$ cat config.mk
export PLATFORM = sky130hd
export DESIGN_NAME = mem_slot_arbiter
export DESIGN_NICKNAME = d
export VERILOG_FILES = /design/src/rtl/amstrad_mem_pkg.sv /design/src/rtl/mem_prio_select.sv /design/src/rtl/mem_slot_arbiter.sv
export SDC_FILE = /design/constraint.sdc
export NUM_CORES = 1
export LEC_CHECK = 0
export BUFFER_PORTS_ARGS = -buffer_cell sky130_fd_sc_hd__buf_2
export CAP_MARGIN = 30
export CORE_MARGIN = 2
export CORE_UTILIZATION = 35
export DETAILED_ROUTE_END_ITERATION = 10
export PLACE_DENSITY = 0.63
export RECOVER_POWER = 100
export SLEW_MARGIN = 30
export SYNTH_ARGS = -nofsm -noshare
export SYNTH_HDL_FRONTEND = slang
export SYNTH_HIERARCHICAL = 1
export SYNTH_SLANG_ARGS = --single-unit
export TNS_END_PERCENT = 30
$ cat constraint.sdc
create_clock -name clk_sys -period 3.15 [get_ports clk_sys]
set_input_delay 0 -clock clk_sys [delete_from_list [all_inputs] [get_ports clk_sys]]
set_output_delay 0 -clock clk_sys [all_outputs]
set_load 0.05 [all_outputs]
$ cat src/rtl/amstrad_mem_pkg.sv
// Shared types for the SDRAM slot arbiter: requester indices, FSM states, default widths.
package amstrad_mem_pkg;

  localparam int unsigned ADDR_W_DEF = 23;
  localparam int unsigned NUM_REQ    = 4;

  // Requester index into the request / grant vectors
  typedef enum logic [1:0] {
    REQ_BOOT = 2'd0,
    REQ_CPU  = 2'd1,
    REQ_VID  = 2'd2,
    REQ_TAPE = 2'd3
  } req_e;

  typedef enum logic [1:0] {
    IDLE = 2'd0,
    BUSY = 2'd1,
    DONE = 2'd2
  } arb_state_e;

endpackage

$ cat src/rtl/mem_prio_select.sv
// Combinational priority pick of one SDRAM requester, returned one-hot.
module mem_prio_select
  import amstrad_mem_pkg::*;
(
  input  logic               boot_mode_i,
  input  logic [NUM_REQ-1:0] req_i,
  input  logic               starved_i,
  output logic [NUM_REQ-1:0] gnt_c_o
);

  // Boot mode admits only boot; otherwise video first, tape jumps CPU when starved
  always_comb begin
    gnt_c_o = '0;
    if (boot_mode_i) begin
      gnt_c_o[REQ_BOOT] = req_i[REQ_BOOT];
    end else if (req_i[REQ_VID]) begin
      gnt_c_o[REQ_VID] = 1'b1;
    end else if (starved_i && req_i[REQ_TAPE]) begin
      gnt_c_o[REQ_TAPE] = 1'b1;
    end else if (req_i[REQ_CPU]) begin
      gnt_c_o[REQ_CPU] = 1'b1;
    end else if (req_i[REQ_TAPE]) begin
      gnt_c_o[REQ_TAPE] = 1'b1;
    end
  end

endmodule

$ cat src/rtl/mem_slot_arbiter.sv
// Request/acknowledge scheduler sharing one SDRAM port between boot, CPU, video and tape.
module mem_slot_arbiter
  import amstrad_mem_pkg::*;
#(
  parameter int unsigned ADDR_W     = ADDR_W_DEF,
  parameter int unsigned STARVE_MAX = 4,
  parameter int unsigned TIMEOUT    = 15
) (
  input  logic              clk_sys,
  input  logic              reset,
  input  logic              clkref,
  input  logic              boot_mode,
  input  logic              boot_req,
  input  logic [ADDR_W-1:0] boot_addr,
  input  logic [1:0]        boot_bank,
  input  logic [7:0]        boot_din,
  output logic              boot_ack,
  input  logic              cpu_req,
  input  logic              cpu_we,
  input  logic [ADDR_W-1:0] cpu_addr,
  input  logic [1:0]        cpu_bank,
  input  logic [7:0]        cpu_din,
  output logic [7:0]        cpu_dout,
  output logic              cpu_ack,
  input  logic              vid_req,
  input  logic [ADDR_W-1:0] vid_addr,
  output logic [15:0]       vid_dout,
  output logic              vid_ack,
  input  logic              tape_req,
  input  logic              tape_we,
  input  logic [ADDR_W-1:0] tape_addr,
  input  logic [7:0]        tape_din,
  output logic [7:0]        tape_dout,
  output logic              tape_ack,
  output logic              mem_req,
  output logic              mem_we,
  output logic              mem_wide,
  output logic [ADDR_W-1:0] mem_addr,
  output logic [1:0]        mem_bank,
  output logic [7:0]        mem_din,
  input  logic [15:0]       mem_rdata,
  input  logic              mem_ack,
  output logic              timeout_err
);

  localparam int unsigned SC_W = $clog2(STARVE_MAX + 1);
  localparam int unsigned WD_W = $clog2(TIMEOUT + 1);

  arb_state_e         state_q;
  logic [NUM_REQ-1:0] win_q;
  logic [SC_W-1:0]    starve_q;
  logic [WD_W-1:0]    wd_q;
  logic               withdrawn_q;

  logic               boot_ack_q, cpu_ack_q, vid_ack_q, tape_ack_q;
  logic [7:0]         cpu_dout_q, tape_dout_q;
  logic [15:0]        vid_dout_q;
  logic               mem_req_q, mem_we_q, mem_wide_q;
  logic [ADDR_W-1:0]  mem_addr_q;
  logic [1:0]         mem_bank_q;
  logic [7:0]         mem_din_q;
  logic               timeout_err_q;

  logic [NUM_REQ-1:0] req_vec;
  logic [NUM_REQ-1:0] gnt;
  logic               starved;
  logic               withdrawn_c;

  assign req_vec     = {tape_req, vid_req, cpu_req, boot_req};
  assign starved     = (starve_q >= SC_W'(STARVE_MAX));
  // Sticky once the winner drops its request at any point while the access is in flight
  assign withdrawn_c = withdrawn_q | (|(win_q & ~req_vec));

  mem_prio_select u_prio (
    .boot_mode_i (boot_mode),
    .req_i       (req_vec),
    .starved_i   (starved),
    .gnt_c_o     (gnt)
  );

  // Slot FSM: grant on clkref, wait for completion or watchdog, then route data and ack
  always_ff @(posedge clk_sys) begin
    if (reset) begin
      state_q       <= IDLE;
      win_q         <= '0;
      starve_q      <= '0;
      wd_q          <= '0;
      withdrawn_q   <= 1'b0;
      boot_ack_q    <= 1'b0;
      cpu_ack_q     <= 1'b0;
      vid_ack_q     <= 1'b0;
      tape_ack_q    <= 1'b0;
      cpu_dout_q    <= '0;
      tape_dout_q   <= '0;
      vid_dout_q    <= '0;
      mem_req_q     <= 1'b0;
      mem_we_q      <= 1'b0;
      mem_wide_q    <= 1'b0;
      mem_addr_q    <= '0;
      mem_bank_q    <= '0;
      mem_din_q     <= '0;
      timeout_err_q <= 1'b0;
    end else begin
      boot_ack_q <= 1'b0;
      cpu_ack_q  <= 1'b0;
      vid_ack_q  <= 1'b0;
      tape_ack_q <= 1'b0;
      mem_req_q  <= 1'b0;
      if (!tape_req) starve_q <= '0;

      unique case (state_q)
        IDLE: begin
          if (clkref && (|gnt)) begin
            state_q     <= BUSY;
            win_q       <= gnt;
            wd_q        <= '0;
            withdrawn_q <= 1'b0;
            mem_req_q   <= 1'b1;
            if (gnt[REQ_TAPE] || !tape_req) begin
              starve_q <= '0;
            end else if (!starved) begin
              starve_q <= starve_q + SC_W'(1);
            end
            if (gnt[REQ_VID]) begin
              mem_we_q   <= 1'b0;
              mem_wide_q <= 1'b1;
              mem_addr_q <= vid_addr & ~ADDR_W'(1);
              mem_bank_q <= 2'b00;
              mem_din_q  <= 8'h00;
            end else if (gnt[REQ_TAPE]) begin
              mem_we_q   <= tape_we;
              mem_wide_q <= 1'b0;
              mem_addr_q <= tape_addr;
              mem_bank_q <= 2'b00;
              mem_din_q  <= tape_we ? tape_din : 8'h00;
            end else if (gnt[REQ_CPU]) begin
              mem_we_q   <= cpu_we;
              mem_wide_q <= 1'b0;
              mem_addr_q <= cpu_addr;
              mem_bank_q <= cpu_bank;
              mem_din_q  <= cpu_we ? cpu_din : 8'h00;
            end else begin
              mem_we_q   <= 1'b1;
              mem_wide_q <= 1'b0;
              mem_addr_q <= boot_addr;
              mem_bank_q <= boot_bank;
              mem_din_q  <= boot_din;
            end
          end
        end
        BUSY: begin
          if (mem_ack) begin
            state_q    <= DONE;
            boot_ack_q <= win_q[REQ_BOOT] & ~withdrawn_c;
            cpu_ack_q  <= win_q[REQ_CPU]  & ~withdrawn_c;
            vid_ack_q  <= win_q[REQ_VID]  & ~withdrawn_c;
            tape_ack_q <= win_q[REQ_TAPE] & ~withdrawn_c;
            if (win_q[REQ_CPU])  cpu_dout_q  <= mem_rdata[7:0];
            if (win_q[REQ_TAPE]) tape_dout_q <= mem_rdata[7:0];
            if (win_q[REQ_VID])  vid_dout_q  <= mem_rdata;
          end else if (wd_q == WD_W'(TIMEOUT - 1)) begin
            state_q       <= IDLE;
            timeout_err_q <= 1'b1;
          end else begin
            wd_q        <= wd_q + WD_W'(1);
            withdrawn_q <= withdrawn_c;
          end
        end
        DONE:    state_q <= IDLE;
        default: state_q <= IDLE;
      endcase
    end
  end

  assign boot_ack    = boot_ack_q;
  assign cpu_ack     = cpu_ack_q;
  assign vid_ack     = vid_ack_q;
  assign tape_ack    = tape_ack_q;
  assign cpu_dout    = cpu_dout_q;
  assign tape_dout   = tape_dout_q;
  assign vid_dout    = vid_dout_q;
  assign mem_req     = mem_req_q;
  assign mem_we      = mem_we_q;
  assign mem_wide    = mem_wide_q;
  assign mem_addr    = mem_addr_q;
  assign mem_bank    = mem_bank_q;
  assign mem_din     = mem_din_q;
  assign timeout_err = timeout_err_q;

endmodule

# Yosys cells after proc, flatten, opt, wreduce, memory -nomap -nowiden
# Index checks and enable logic that the tools add are counted.
# classes
n_addsub,2
order_cmp,1
eq_ne,6
n_mux,43
bitwise,11
reduce_logical,17
# op_table
cell,n
$mux 23,3
$mux 8,5
$mux 3,6
$mux 1,17
$mux 2,6
$mux 4,3
$reduce_and 3->1,4
$pmux 4 s2,1
$reduce_or 4->1,2
$ne 2x2->1 const B,3
$add 4x1->4 const B,1
$and 1x1->1,4
$and 4x4->4,1
$eq 4x4->1 const B,1
$not 1->1,4
$not 4->4,1
$pmux 2 s2,1
$reduce_and 2->1,2
$reduce_and 4->1,1
$add 3x1->3 const B,1
$ge 3x3->1 const B,1
$ne 3x3->1 const B,1
$reduce_or 3->1,1
$eq 2x1->1 const B,1
8 further kinds,9
# word_totals
regBits,87
inputBits,147
output_inout_bits,73
word_cells,99

# Logic depth before layout (Yosys ltp)
# Gate-level depths: netlist of run 1.
# logic_depth
ltp_word,9
mapped_depth,10
depth_no_buf,6

# Hierarchy
# Netlist of run 1, hierarchy kept.
# modules_own_cells
module,instances,cells_per_inst,area_each_um2,seq_area_each_um2
mem_slot_arbiter,1,494,3942.5,1721.7
mem_prio_select,1,7,38.8,0.0

# Worst setup path after synthesis of run 1
# No wires, ideal clock.
# synth_path
path_type,register to register
startpoint,register starve_q[2]
endpoint,"register mem_addr_q[10], in the netlist mem_addr[10]"
setup_ps,86
t_arrival_ps,1770
required_ps,3064
slack_ps,1294
path_stages_with_launch,11
path_buffers,4
period_less_slack_ps,1856
path_cell_list,dfxtp_1 -> clkbuf_1 -> nand2_1 -> and3_1 -> buf_2 -> nor4_2 -> nand2b_1 -> buf_2 -> buf_4 -> a21oi_1 -> a211oi_1
# synth_via
elab_chain_len,8
elab_cells_between_ends,13
cone_classes,1 x order compare; 8 x mux; 4 x reduce/logical
# synth_lines
item,line_no,rtl
from (decl),mem_slot_arbiter.sv:51,logic [SC_W-1:0] starve_q;
from (signal assigned),mem_slot_arbiter.sv:122,starve_q <= starve_q + SC_W'(1);
$ge 3x3->1 (*),mem_slot_arbiter.sv:70,assign starved = (starve_q >= SC_W'(STARVE_MAX));
via starved,mem_slot_arbiter.sv:66,logic starved;
$logic_and 1x1->1 (*),mem_prio_select.sv:18,end else if (starved_i && req_i[REQ_TAPE]) begin
$mux 1 (*),mem_prio_select.sv:18,
$mux 1 (*),mem_prio_select.sv:16,end else if (req_i[REQ_VID]) begin
$mux 3 (*),mem_prio_select.sv:14,if (boot_mode_i) begin
via gnt[1],mem_slot_arbiter.sv:65,logic [NUM_REQ-1:0] gnt;
$mux 23 / $reduce_or 4->1 (equally long branches),"mem_slot_arbiter.sv:136, mem_slot_arbiter.sv:113",
$mux 23 / $logic_and 1x1->1 (equally long branches),"mem_slot_arbiter.sv:130, mem_slot_arbiter.sv:113",
$mux 23 / $reduce_and 2->1 (equally long branches),-,
to (signal assigned),mem_slot_arbiter.sv:127,mem_addr_q <= vid_addr & ~ADDR_W'(1);
to (signal assigned),mem_slot_arbiter.sv:133,mem_addr_q <= tape_addr;
to (signal assigned),mem_slot_arbiter.sv:139,mem_addr_q <= cpu_addr;
to (decl),mem_slot_arbiter.sv:59,logic [ADDR_W-1:0] mem_addr_q;
# The timed path passes the listed nets; every way through them passes the cells marked *.
# A chain may end at the register's enable or synchronous reset.

# Worst setup path after layout of run 1
# layout_path
startpoint,register starve_q[2]
endpoint,"register mem_din_q[5], in the netlist mem_din[5]"
# layout_via
elab_chain_len,8
elab_cells_between_ends,13
cone_classes,1 x order compare; 8 x mux; 4 x reduce/logical
# layout_lines
item,line_no,rtl
$ge 3x3->1 (*),mem_slot_arbiter.sv:70,
$logic_and 1x1->1 (*),mem_prio_select.sv:18,
$mux 1 (*),mem_prio_select.sv:18,
$mux 1 (*),mem_prio_select.sv:16,
$mux 3 (*),mem_prio_select.sv:14,
via gnt[1],mem_slot_arbiter.sv:65,
$mux 8 / $reduce_or 4->1 (equally long branches),"mem_slot_arbiter.sv:136, mem_slot_arbiter.sv:113",
$mux 8 / $logic_and 1x1->1 (equally long branches),"mem_slot_arbiter.sv:130, mem_slot_arbiter.sv:113",
$mux 8 / $reduce_and 2->1 (equally long branches),-,
to (signal assigned),mem_slot_arbiter.sv:135,mem_din_q <= tape_we ? tape_din : 8'h00;
to (signal assigned),mem_slot_arbiter.sv:141,mem_din_q <= cpu_we ? cpu_din : 8'h00;
to (signal assigned),mem_slot_arbiter.sv:147,mem_din_q <= boot_din;
to (decl),mem_slot_arbiter.sv:61,logic [7:0] mem_din_q;
# Marks and branches as above.

==> metrics, run 1 <==
Setup TNS 0 ns; gate count of the mapped netlist about 500; fill count ~1100; Syn-to-layout area delta 42.0%; clk sink count 86; count of boundary I/O pins 220; share of cells above drive strength 1 0.235; number of enable-type register cells in the synthesized netlist 0; Syn Area/Cell 7.95 sq um; post-detail-place hpwl ~9400 um; Die Span Y approximately 110 um; switching power total roughly 780 uW; Clk pin slew, worst setup/hold paths 0.06 ns; number of storage elements in the synthesis netlist 86; final number of setup-violating endpoints 0; peak ir drop on the vdd network about 0.32 mV; power density normalized to cell area ~500 nW/um^2; GRT Residual Overflow 0; via count of the first global-routing pass 4289; first-pass GRT wire length just over 20000 um; unrepaired setup endpoints after global routing no; last weighted congestion value of the routability-driven placer approximately 0.86; Final period util 0.940; synthesized area around 4000 sq um; vias per std cell between 5 and 6; switching share of total power 0.280; worst path buffer plus inverter count 2; part of the power in registers 0.412; critical path's top delay family buffers and inverters; leakage roughly 2.2 nW; maximum clock frequency 338 MHz; number of warnings reported in the yosys synthesis log 6; arrival time reported for the critical path endpoint around 3.2 ns; floorplan die area ~12000 sq um; overall via count from detail_route between 4000 and 5000; share of flip-flops with an asynchronous set or reset after synthesis 0; Max FO, Critical Path 30; final number of max-transition violations 0; Max-slew headroom 0.277; maximum buffer depth of the clock tree 2; worst-skew pair later-pin latency around 0.33 ns; Crit path required time roughly 3.4 ns; max cap viols 0; CTS Buf Count 9; All-Layer GR Usage 0.203; total length of routed wires roughly 13000 um; Internal slightly above 2 mW; ordered cell list for the critical path nand2_1, and3_2, clkbuf_4, nor3b_1, a222oi_1, dlygate4sd3_1, o2bb2ai_1; antenna violations before repair 0; cell type of the slowest stage on the worst timing path nor3b_1; Row Count 38; most frequently used flop master after synthesis dfxtp_1; largest net degree at the start of global routing 58; final worst path period need about 3.0 ns; kind of path behind the tightest hold check input port to flip-flop; count of cells resized by post-cts repair 0; skew final ~0.0053 ns; TritonRoute pass-1 iters 6; antenna cells 0; Hold-fix buffers, CTS 33; relative contribution of the clock network to total power 0.408; Antenna Violating Nets Remaining 0; outcome completed; total count of hold-check failures in the final report 0; CTS Root Cell clkbuf_16; residual DRC count 0; combinational group share of total power 0.181; number of H-tree levels 3; critical path launch point type flip-flop; placeable core area 11000 sq um; input/output buffers 218; Crit Path Class flip-flop to flip-flop; Power Total roughly 2.8 mW; effective utilization at floorplan 0.362; crit-path max cell delay 0.80 ns; routed len/inst roughly 15 um; sequential element share of the synthesized area 0.432; nets in the synthesized netlist ~650; Distinct cells, synth 41; capturing element type of the critical path flip-flop; slew at the pin closest to its max-slew limit 1.08 ns; clock tree from TritonCTS built; nets a little under 900; number of design-rule violations left by the first detailed-router iteration about 250; Setup Fix Bufs, Post-CTS 0; overall die width 111 um
==> cell type report <==
type	instances	area, sq um	share of cell area
flip-flops and latches	86	1720	0.305
clock inverters	7	97.6	0.0173
multi-input cells	370	2040	0.361
inverters	7	26.3	0.00465
well taps	140	175	0.0310
repair buffers	256	1370	0.241
clock buffers	9	225	0.0398
==> stage by stage <==
| step | instance area [sq um] | setup slack (ns) | hold slack (ns) | cells | util |
|---|---|---|---|---|---|
| after global routing | 5650 | 0.0510 | 0.0262 | 875 | 0.515 |
| after CTS | 5760 | 0.366 | 0.00506 | 875 | 0.525 |
| after floorplan | 3980 | 1.29 | 0.136 | 501 | - |
| after detailed placement | 5110 | 0.591 | 0.250 | 826 | 0.465 |
| final | 5650 | 0.189 | 0.0143 | 875 | 0.515 |
| after global placement | 5100 | 0.783 | 0.243 | 826 | 0.465 |
==> cell usage after synthesis (3+ instances only) <==
library cell | count | share of area
nand2_1 | 128 | 0.12
dfxtp_1 | 86 | 0.43
a21oi_1 | 67 | 0.084
nor2_1 | 35 | 0.033
mux2i_1 | 25 | 0.063
o21ai_0 | 23 | 0.029
a211oi_1 | 22 | 0.041
clkbuf_1 | 21 | 0.020
o2bb2ai_1 | 9 | 0.020
a222oi_1 | 8 | 0.020
buf_2 | 8 | 0.010
buf_4 | 7 | 0.013
inv_1 | 7 | 0.0066
nand2b_1 | 6 | 0.0094
and2_1 | 5 | 0.0079
ha_1 | 4 | 0.013
nor2b_1 | 4 | 0.0063
and3_1 | 3 | 0.0047
nor3b_1 | 3 | 0.0057
or4_1 | 3 | 0.0057
==> worst paths after layout <==
check | from | end | slack [ns] | depth (start not counted)
worst max register to register | starve_q[2] | mem_din[5] | 0.19 | 7
worst max-delay path | starve_q[2] | mem_din[5] | 0.19 | 7
worst min register to register | tape_dout[7] | tape_dout[7] | 0.46 | 2
worst min-delay path | vid_addr[3] | mem_addr[3] | 0.01 | 3
==> worst reg2reg max path, stage by stage (launching register included) <==
cell and delay, ns:
dfxtp_1 0.36, nand2_1 0.08, and3_2 0.17, clkbuf_4 0.46
nor3b_1 0.81, a222oi_1 0.24, dlygate4sd3_1 0.63, o2bb2ai_1 0.14
==> sequential cells by signal (all words and copies together), names as in the netlist <==
signal       cells
boot_ack         1
cpu_ack          1
state_q          2
cpu_dout         8
vid_ack          1
mem_req          1
win_q            4
vid_dout        16
timeout_err      1
tape_ack         1
tape_dout        8
mem_we           1
withdrawn_q      1
starve_q         3
mem_addr        23
mem_din          8
wd_q             4
mem_bank         2
==> per-layer routing <==
metal	global-route usage	share of wire	vias to the layer above
li1	-	-	2197
met1	0.237	0.42	1973
met4	0.0983	0.026	0
met3	0.0514	0.073	23
met5	0	0	-
met2	0.348	0.48	185
==> power groups by stage <==
stage	sequential, mW	combinational (mW)	clock [mW]
after floorplan	1.30	0.186	0
after global placement	1.17	0.475	0
after detailed placement	1.18	0.484	0
after CTS	1.15	0.520	1.16
after global routing	1.16	0.552	1.22
final	1.15	0.506	1.14
==> layout by cell type (no fill, tap or decap), types with 4 or more instances in the layout <==
cell / Yosys / final
ha_1: 4 / 4
clkbuf_1: 21 / 73
nand2b_1: 6 / 6
a222oi_1: 8 / 8
a21oi_1: 67 / 67
mux2i_1: 25 / 25
a211oi_1: 22 / 22
buf_2: 8 / 145
inv_1: 7 / 7
dfxtp_1: 86 / 86
clkbuf_16: 0 / 9
dlygate4sd3_1: 0 / 33
nor2_1: 35 / 36
o2bb2ai_1: 9 / 9
o21ai_0: 23 / 23
nand2_1: 128 / 128
==> kinds of logic (layout without fill, tap and decap cells) <==
family,count (synthesis),after routing,share of synthesized area
adders and majority gates,4,4,0.0126
and+or+nand+nor,203,203,0.227
buffers and inverters,45,279,0.0534
muxes,25,25,0.0629
DFF,86,86,0.432
AOI/OAI and AO/OA,138,138,0.212
Power figures use the tool's default switching activity.
==> run 2, diff against run 1 <==
--- a/config.mk
+++ b/config.mk
@@ -5,14 +5,14 @@
 export SDC_FILE = /design/constraint.sdc
 export NUM_CORES = 1
 export LEC_CHECK = 0
-export BUFFER_PORTS_ARGS = -buffer_cell sky130_fd_sc_hd__buf_2
+export BUFFER_PORTS_ARGS = -buffer_cell sky130_fd_sc_hd__buf_4
 export CAP_MARGIN = 30
 export CORE_MARGIN = 2
 export CORE_UTILIZATION = 35
 export DETAILED_ROUTE_END_ITERATION = 10
 export PLACE_DENSITY = 0.63
 export RECOVER_POWER = 100
-export SLEW_MARGIN = 30
+export SLEW_MARGIN = 10
 export SYNTH_ARGS = -nofsm -noshare
 export SYNTH_HDL_FRONTEND = slang
 export SYNTH_HIERARCHICAL = 1
==> run 2 against run 1 <==
  * Die area unchanged
  * Sequential power about the same
  * First-iteration DRC count down 20%
  * Final cell count decreased by 0.11%
  * Register-to-register slack better by 0.26 ns
  * Non-clock buffer count is the same
  * Combinational power grew 11%
  * Largest power group unchanged
  * Total power shrank 0.84%
  * Worst setup slack better by 0.26 ns
  * Sequential cell count did not move
  * Maximum frequency grew 9.6%
  * Final area increased by 6.0%
==> metrics, run 2 (same netlist as run 1, synthesis figures left out) <==
outcome completed; met1 Use GR 0.240 (+0.00286); Final period util 0.858 (-0.0824); Crit path required time 3.41 ns (about the same); GRT busiest layer met2; Setup TNS 0 ns (unchanged); skew final 0.00559 ns (+0.000258 ns); most common cell after layout, fill and taps aside buf_4; share of cells above drive strength 1 0.232 (-0.00377); power density normalized to cell area 463 nW/um^2 (-6.5%); CTS Buf Count 9 (unchanged); number of H-tree levels 3 (unchanged); CTS Root Cell clkbuf_16; antenna violations before repair 0 (unchanged); Antenna Violating Nets Remaining 0 (unchanged); global-route track usage on met2 0.378 (+0.0294); residual DRC count 0 (unchanged); flip-flop count of the largest register, all copies and words added 23 (unchanged); Row Count 38 (unchanged); final number of setup-violating endpoints 0 (unchanged); Syn-to-layout area delta 50.5%; max cap viols 0 (unchanged); Max FO, Critical Path 8 (-73%); nets 881 (unchanged); cell type of the slowest stage on the worst timing path nor3b_1; Hold Path Stages 3 (unchanged); Hold-fix buffers, CTS 33 (unchanged); input/output buffers 218 (unchanged); fill count 1081 (-0.83%); clock tree from TritonCTS built; capturing element type of the critical path flip-flop; placeable core area 11000 sq um (unchanged); TritonRoute pass-1 iters 6 (unchanged); leakage 2.35 nW (+5.0%); All-Layer GR Usage 0.214 (+0.0108); unrepaired setup endpoints after global routing no; maximum clock frequency 370 MHz (+9.6%); area after detailed placement 5660 sq um (+11%); kind of path behind the tightest hold check input port to flip-flop; arrival time reported for the critical path endpoint 2.96 ns (-0.26 ns); number of design-rule violations left by the first detailed-router iteration 197 (-20%); overall via count from detail_route 4430 (+1.2%); Die Span Y 111 um (unchanged); worst-skew pair later-pin latency 0.34 ns (about the same); effective utilization at floorplan 0.362 (unchanged); antenna cells 0 (unchanged); first-pass GRT wire length 21300 um (+3.6%); last weighted congestion value of the routability-driven placer 0.838 (-2.8%); peak ir drop on the vdd network 0.237 mV (-26%); overall die width 111 um (unchanged); largest net degree at the start of global routing 74 (+28%); commonest non-fill, non-tap cells in the layout 148 x buf_4, 128 x nand2_1, 86 x dfxtp_1; routed len/inst 15.6 um (+6.6%); crit-path max cell delay 0.82 ns (+0.02 ns); R2R depth 6 (-1); finished layout cell area 5990 sq um (+6.0%); total count of hold-check failures in the final report 0 (unchanged); clk sink count 86 (unchanged); met3 usage 0.0623 (+0.0109); count of cells resized by post-cts repair 0 (unchanged); total length of routed wires 13700 um (+6.5%); area of combinational cells with multiple inputs 2040 sq um (-0.18%); maximum buffer depth of the clock tree 2 (unchanged); critical path launch point type flip-flop; post-detail-place hpwl 9880 um (+5.0%); final number of max-transition violations 0 (unchanged); slew at the pin closest to its max-slew limit 0.983 ns (-0.100 ns); Setup Fix Bufs, Post-CTS 0 (unchanged); Crit Path Class flip-flop to flip-flop; Power Total 2.78 mW (-0.84%); count of boundary I/O pins 220 (unchanged); Storage cell area 1720 sq um (unchanged); via count of the first global-routing pass 4411 (+2.8%); Max-slew headroom 0.342 (+0.0653); ordered cell list for the critical path nand2_1, and3_1, nor3b_1, a222oi_1, dlygate4sd3_1, o2bb2ai_1; final worst path period need 2.70 ns (-0.259 ns); Clk pin slew, worst setup/hold paths 0.06 ns (about the same); floorplan die area 12200 sq um (unchanged); GRT Residual Overflow 0 (unchanged); vias per std cell 5.07 (+1.3%)
[run 2: cell count changes in the layout (fill, tap and decap cells not counted), moves of 2 or more]
cell	previous run	this run
buf_2	145	0
buf_4	3	148
clkinv_2	2	0
inv_6	0	2
[run 2: metal layers]
layer / part of all wire / vias to the layer above
met5: 0 / -
met3: 0.071 / 28
met4: 0.026 / 0
met2: 0.49 / 191
met1: 0.41 / 2019
li1: - / 2192
[run 2: power by group]
group | switching (mW) | internal [mW] | total [mW]
clock network | 0.445 | 0.617 | 1.06
logic | 0.322 | 0.240 | 0.562
registers | 0.0245 | 1.13 | 1.15
total | 0.791 | 1.98 | 2.78
[run 2: layout make-up]
class,count,area share
repair buffers,256,0.290
flip-flops and latches,86,0.287
multi-input cells,370,0.340
clock inverters,6,0.0119
well taps,140,0.0292
inverters,7,0.00438
clock buffers,9,0.0376
[run 2: metrics by stage]
stage	hold WS, ns	cells	worst slack (ns)	utilization
global placement	0.253	825	0.826	0.514
finish	0.0165	874	0.448	0.546
floorplan	0.136	501	1.29	-
detailed placement	0.263	826	1.04	0.515
global route	0.0302	874	0.278	0.546
CTS	0.000859	874	0.625	0.572
[run 2: final timing paths]
path,start,endpoint,slack [ns]
setup / recovery,starve_q[2],mem_din[7],0.45
hold / removal,vid_addr[2],mem_addr[2],0.02
setup reg to reg,starve_q[2],mem_din[7],0.45
hold reg to reg,win_q[0],boot_ack,0.45
[run 2: worst max-delay path, delay by kind of cell, from the launching register on]
kind | cells | cell delay, ns
flops | 1 | 0.35
simple gates | 3 | 1.29
compound gates | 2 | 0.36
buf+inv | 1 | 0.63
